File: src/rtl/bus_transaction_unit_pkg.sv
// Shared transaction-control encoding plus bus-stage state type and
// the per-command byte-enable lookup.
package transactionGroup;

    typedef logic [3:0] controlBus;

    localparam controlBus NO_OP       = 4'd0;
    localparam controlBus READ        = 4'd1;
    localparam controlBus WRITE_BYTE0 = 4'd2;
    localparam controlBus WRITE_BYTE1 = 4'd3;
    localparam controlBus WRITE_BYTE2 = 4'd4;
    localparam controlBus WRITE_BYTE3 = 4'd5;
    localparam controlBus WRITE_WORD0 = 4'd6;
    localparam controlBus WRITE_WORD1 = 4'd7;
    localparam controlBus WRITE_DWORD = 4'd8;

    typedef enum logic [1:0] {
        IDLE   = 2'd0,
        ACTIVE = 2'd1,
        ERROR  = 2'd2
    } busStates;

    // All-zero result doubles as "not a command" (NO_OP or unused encoding).
    function automatic logic [3:0] cmd_byte_enable(input controlBus cmd);
        case (cmd)
            READ, WRITE_DWORD: cmd_byte_enable = 4'b1111;
            WRITE_BYTE0:       cmd_byte_enable = 4'b0001;
            WRITE_BYTE1:       cmd_byte_enable = 4'b0010;
            WRITE_BYTE2:       cmd_byte_enable = 4'b0100;
            WRITE_BYTE3:       cmd_byte_enable = 4'b1000;
            WRITE_WORD0:       cmd_byte_enable = 4'b0011;
            WRITE_WORD1:       cmd_byte_enable = 4'b1100;
            default:           cmd_byte_enable = 4'b0000;
        endcase
    endfunction

endpackage

File: src/rtl/bus_transaction_unit_lane_steer.sv
// Combinational mapping of a command and right-justified store data onto
// byte enables, replicated write lanes and the write flag.
module bus_lane_steer
    import transactionGroup::*;
(
    input  controlBus   cmd,
    input  logic [31:0] write_data,
    output logic [3:0]  byte_enable,
    output logic [31:0] steered_data,
    output logic        is_write
);

    always_comb begin
        byte_enable  = cmd_byte_enable(cmd);
        steered_data = 32'h0;
        is_write     = 1'b0;
        case (cmd)
            WRITE_BYTE0, WRITE_BYTE1, WRITE_BYTE2, WRITE_BYTE3: begin
                steered_data = {4{write_data[7:0]}};
                is_write     = 1'b1;
            end
            WRITE_WORD0, WRITE_WORD1: begin
                steered_data = {2{write_data[15:0]}};
                is_write     = 1'b1;
            end
            WRITE_DWORD: begin
                steered_data = write_data;
                is_write     = 1'b1;
            end
            default: ;
        endcase
    end

endmodule

File: src/rtl/bus_transaction_unit.sv
// Single-outstanding request/ack bus master stage: latches one command,
// holds the request until ack or timeout, and stalls the controller meanwhile.
module bus_transaction_unit
    import transactionGroup::*;
#(
    parameter int unsigned TIMEOUT_CYCLES = 255,
    parameter int unsigned ADDR_WIDTH     = 32
) (
    input  logic                  clk,
    input  logic                  reset,
    input  controlBus             transactionControl,
    input  logic [ADDR_WIDTH-1:0] address,
    input  logic [31:0]           writeData,
    output logic                  stall,
    output logic [31:0]           readData,
    output logic                  readValid,
    output logic                  busError,
    output logic [ADDR_WIDTH-1:0] busAddress,
    output logic [31:0]           busWriteData,
    output logic [3:0]            busByteEnable,
    output logic                  busRequest,
    output logic                  busWrite,
    input  logic                  busAck,
    input  logic [31:0]           busReadData
);

    localparam logic [15:0] CNT_LAST = 16'(TIMEOUT_CYCLES - 1);
    localparam logic [ADDR_WIDTH-1:0] ADDR_MASK = ~ADDR_WIDTH'(3);

    busStates              state_q, state_d;
    logic [15:0]           cnt_q, cnt_d;
    logic [ADDR_WIDTH-1:0] addr_q, addr_d;
    logic [3:0]            be_q, be_d;
    logic [31:0]           wdata_q, wdata_d;
    logic                  wr_q, wr_d;
    logic [31:0]           rdata_q, rdata_d;
    logic                  rvalid_q, rvalid_d;

    logic [3:0]  steer_be;
    logic [31:0] steer_data;
    logic        steer_wr;

    bus_lane_steer u_lane_steer (
        .cmd          (transactionControl),
        .write_data   (writeData),
        .byte_enable  (steer_be),
        .steered_data (steer_data),
        .is_write     (steer_wr)
    );

    always_comb begin
        state_d  = state_q;
        cnt_d    = cnt_q;
        addr_d   = addr_q;
        be_d     = be_q;
        wdata_d  = wdata_q;
        wr_d     = wr_q;
        rdata_d  = rdata_q;
        rvalid_d = 1'b0;
        stall    = 1'b0;
        case (state_q)
            IDLE: begin
                // Unused encodings have no enables, so they fall through as NO_OP.
                if (steer_be != 4'b0000) begin
                    addr_d  = address & ADDR_MASK;
                    be_d    = steer_be;
                    wdata_d = steer_data;
                    wr_d    = steer_wr;
                    cnt_d   = 16'd0;
                    state_d = ACTIVE;
                    stall   = 1'b1;
                end
            end
            ACTIVE: begin
                if (busAck) begin
                    state_d = IDLE;
                    if (!wr_q) begin
                        rdata_d  = busReadData;
                        rvalid_d = 1'b1;
                    end
                end else begin
                    stall = 1'b1;
                    if (cnt_q == CNT_LAST) state_d = ERROR;
                    else                   cnt_d   = cnt_q + 16'd1;
                end
            end
            ERROR:   state_d = IDLE;
            default: state_d = IDLE;
        endcase
    end

    always_ff @(posedge clk) begin
        if (reset) begin
            state_q  <= IDLE;
            cnt_q    <= '0;
            addr_q   <= '0;
            be_q     <= '0;
            wdata_q  <= '0;
            wr_q     <= 1'b0;
            rdata_q  <= '0;
            rvalid_q <= 1'b0;
        end else begin
            state_q  <= state_d;
            cnt_q    <= cnt_d;
            addr_q   <= addr_d;
            be_q     <= be_d;
            wdata_q  <= wdata_d;
            wr_q     <= wr_d;
            rdata_q  <= rdata_d;
            rvalid_q <= rvalid_d;
        end
    end

    assign busRequest    = (state_q == ACTIVE);
    assign busWrite      = (state_q == ACTIVE) && wr_q;
    assign busByteEnable = (state_q == ACTIVE) ? be_q : 4'b0000;
    assign busAddress    = addr_q;
    assign busWriteData  = wdata_q;
    assign busError      = (state_q == ERROR);
    assign readData      = rdata_q;
    assign readValid     = rvalid_q;

endmodule

File: config.mk
export PLATFORM = sky130hd
export DESIGN_NAME = bus_transaction_unit
export DESIGN_NICKNAME = d
export VERILOG_FILES = /design/src/rtl/bus_transaction_unit_pkg.sv /design/src/rtl/bus_transaction_unit_lane_steer.sv /design/src/rtl/bus_transaction_unit.sv
export SDC_FILE = /design/constraint.sdc
export NUM_CORES = 1
export LEC_CHECK = 0
export CORE_MARGIN = 2
export CORE_UTILIZATION = 25
export DETAILED_ROUTE_END_ITERATION = 10
export PLACE_DENSITY = 0.62
export SKIP_LAST_GASP = 1
export SYNTH_ARGS = -nofsm -noshare
export SYNTH_HDL_FRONTEND = slang
export SYNTH_HIERARCHICAL = 1
export SYNTH_SLANG_ARGS = --single-unit
File: constraint.sdc
create_clock -name clk -period 2.3 [get_ports clk]
set_clock_uncertainty 0.05 [all_clocks]
set_input_delay 0.46 -clock clk [delete_from_list [all_inputs] [get_ports clk]]
set_output_delay 0.46 -clock clk [all_outputs]
set_load 0.1 [all_outputs]
==> flow_summary.rst <==
.. list-table::
   :header-rows: 1

   * - Metric
     - Value
   * - Reg-to-Reg Start
     - cnt_q[0]
   * - Highest attainable clock frequency
     - ~430 MHz
   * - Clock transition at the registers of the reported paths
     - approximately 50 ps
   * - RePlAce Congestion
     - roughly 0.8
   * - Clock Latency Late Sink
     - ~410 ps
   * - Die height
     - between 100 and 150 um
   * - Busiest layer in global routing
     - met2
   * - Highest cell delay on the worst timing path
     - 360 ps
   * - Most common cell after layout, fill and taps aside
     - nand2_1
   * - Initial core utilization
     - 0.2529
   * - Number of DRC violations after detailed routing
     - 0
   * - Most area-consuming cells after synthesis
     - dfxtp_1 (46%), nand2_1 (16%), a21oi_1 (11%)
   * - Count of routing violations after the opening detailed-route iteration
     - ~280
   * - Global routing usage on met3
     - 0.05125
   * - Violations in the final reports
     - setup timing
   * - Sinks on the clock net
     - 118
   * - Termination of the worst setup path
     - stall
   * - Reg-to-Reg End
     - cnt_q[8]
   * - Core footprint
     - slightly above 20000 um^2
   * - Number of placed instances with taps included
     - 1124
   * - Critical-path cell list
     - buf_8 -> buf_6 -> ha_4 -> nor2b_4 -> a21oi_4 -> o21ai_2 -> nor4_4 -> o21ai_4 -> buf_12
   * - Routed wire length per instance
     - 14.08 um
   * - Setup slack of the worst register-to-register path
     - between 200 and 250 ps
   * - Wire length of the first global-routing pass
     - about 26000 um
   * - RSZ-0062 raised after global routing
     - true
   * - Post-synthesis cell type count
     - 54
   * - Die Footprint
     - about 21000 um^2
   * - DRT Pass-1 Iters
     - 4
   * - Layout Area Growth over Synthesis
     - 64.64%
   * - Root Buffer Master
     - clkbuf_16
   * - Pin count of the biggest net entering global routing
     - 47
   * - Pre-CTS setup slack
     - -563.2 ps
   * - # IOs
     - 208
   * - Count of hold-fix buffers inserted at cts
     - 0
   * - Final std cells w/o fill
     - ~1.2k
   * - H-tree level count
     - 4
   * - Die Width
     - roughly 150 um
   * - Yosys top cell by area
     - dfxtp_1
   * - Hold Fails Final Rpt
     - 0
   * - Maximum vdd ir drop
     - 544.8 uV
   * - Syn Inst Count
     - approximately 650
   * - Number of enable-type register cells in the synthesized netlist
     - 0
   * - Post-detailed-routing wire length
     - 16390 um
   * - Via count
     - around 5.3k
   * - Leak Pwr
     - 0.003371 uW
   * - Max transition margin
     - 0.5765
   * - Fraction of layout instances using a drive strength above 1
     - 0.2550
   * - FF-to-FF path depth
     - 6
   * - Average via count per standard cell
     - between 4 and 5
   * - Sequential share of the synthesized area
     - 0.4646
   * - FFs w/ async S/R, synth
     - 0
   * - Data required time of the worst path
     - ~1800 ps
   * - Max Transition Viols Final
     - 0
   * - Syn avg cell area
     - 7.847 um^2
   * - Met2 Usage GRT
     - 0.2406
   * - Top library cells by usage in the layout, fill and taps aside
     - nand2_1 (210), buf_4 (147), dfxtp_1 (118)
   * - Crit path capture type
     - output port
   * - Arrival @ worst endpoint
     - between 1500 and 2000 ps
   * - Pwr dens
     - around 850 nW/um^2
   * - Min Clock Period, post-route
     - ~2300 ps
   * - Netlist Area Pre-Place
     - approximately 5000 um^2
   * - Layout Nets
     - 992
   * - I/O Buffers
     - between 200 and 250
   * - Worst min-delay path startpoint
     - busAddress[22]
   * - Post-synthesis sequential element count
     - about 120
   * - CP Max Fanout
     - 3
   * - CTS Buffer Depth
     - 2
   * - Standard cell with the maximum stage delay on the critical path
     - nor4_4
   * - Global Route Usage Sum
     - 0.1523
   * - Transition time at the pin with the least slew margin
     - between 600 and 700 ps
   * - Syn. warnings
     - 6
   * - Pwr Total
     - 7105 uW
   * - Worst path setup slack after routing
     - -31.18 ps
   * - # rows
     - between 50 and 60
   * - Fraction of met1 tracks used by global routing
     - 0.1910
   * - Number of antenna diodes
     - 0
   * - Vias in the first global route
     - 5039
   * - Final cycle utilization of the critical path
     - 1.014
   * - Initial antenna violation count
     - 0
   * - DP HPWL
     - between 10000 and 15000 um
   * - Final setup violation count
     - 1
   * - Sum of overflow across all layers after global routing
     - 0
   * - Number of cells traversed by the worst hold path
     - 2
   * - Result of the run
     - finished with violations
   * - Number of fill cells in the layout
     - 2042
   * - Main flop type after synthesis
     - dfxtp_1
   * - Beginning of the critical path
     - transactionControl[0]
   * - Hold Crit Class
     - flop to flop
   * - Num CTS Buffers
     - 17
   * - Max-cap viol count
     - 0
   * - Synth top area share
     - 0.4646
   * - Startpoint type of the worst setup path
     - primary input
   * - Post-route ant nets
     - 0
   * - Path type of the worst setup path
     - primary input to output port
   * - Clock tree from TritonCTS
     - built
-- worst min-delay path by stage --
stage / to
after floorplan: be_q[0]
after detailed placement: busAddress[20]
after CTS: be_q[3]
after global routing: busWriteData[26]
final: busAddress[22]
after global placement: busAddress[21]
-- registers in the layout (all words and copies together) (netlist names) --
name and flops:
readData 32, busWriteData 32, cnt_q 16, readValid 1, wr_q 1, be_q 4, state_q 2, busAddress 30
-- final cells by class --
class / instances / area (um^2) / area share
Multi-Input combinational cell: 474 / 2606 / 0.3113
Timing Repair Buffer: 263 / 2422 / 0.2893
Sequential cell: 118 / 2362 / 0.2822
Clock buffer: 22 / 484.2 / 0.05784
Tap cell: 270 / 337.8 / 0.04035
Clock inverter: 8 / 122.6 / 0.01465
Inverter: 9 / 36.28 / 0.004334
-- cells in the mapped netlist (all sizes together), types with 3 or more instances --
cell / n
inv: 9
a21oi: 109
o311ai: 3
nor4: 7
nand3: 10
and2: 22
nor2: 11
or2: 3
nand2: 210
o21ai: 11
a22o: 16
dfxtp: 118
buf: 14
a221o: 8
or4: 6
nand2b: 4
nand4: 6
mux2i: 3
or3: 4
clkbuf: 34
ha: 6
o211ai: 4
-- logic make-up after synthesis --
family,count (synthesis),synth area share
AOI/OAI and AO/OA,165,0.2003
other,1,0.0007375
muxes,3,0.005906
adders and majority gates,6,0.01476
DFF,118,0.4646
and+or+nand+nor,298,0.2638
buffers and inverters,57,0.04995
-- through the flow --
step                TNS [ps]  area (um^2)    util  hold slack (ps)
floorplan              -3376         5159       -            381.7
detailed placement    -43950         7607  0.3784            394.6
finish                -31.18         8372  0.4164            398.2
global placement      -40320         7607  0.3784            388.7
global route          -75.80         8372  0.4164            409.5
CTS                        0         8292  0.4124            386.8
-- layer usage --
| metal | part of all wire | up-vias |
|---|---|---|
| met5 | 0 | - |
| met4 | 0.025 | 0 |
| met3 | 0.068 | 23 |
| met2 | 0.47 | 152 |
| met1 | 0.44 | 2457 |
| li1 | - | 2684 |
-- power by group --
group	switching (uW)	internal (uW)	total (uW)
combinational	1460	659	2120
sequential	70.2	2180	2250
clock	936	1800	2740
-- worst max-delay path, delay by kind of cell --
kind / cells / cell delay, ps
AOI/OAI and AO/OA: 3 / 320
adders and majority gates: 1 / 150
and+or+nand+nor: 2 / 490
buffers and inverters: 3 / 390
-- timing repair --
item                                    4_1_cts  5_1_grt
resized for setup                            25        8
pin swaps                                     7        6
setup buffers                                 4        6
endpoints found under the setup margin       82        1
Note: power is estimated with default switching activity, not from simulation.
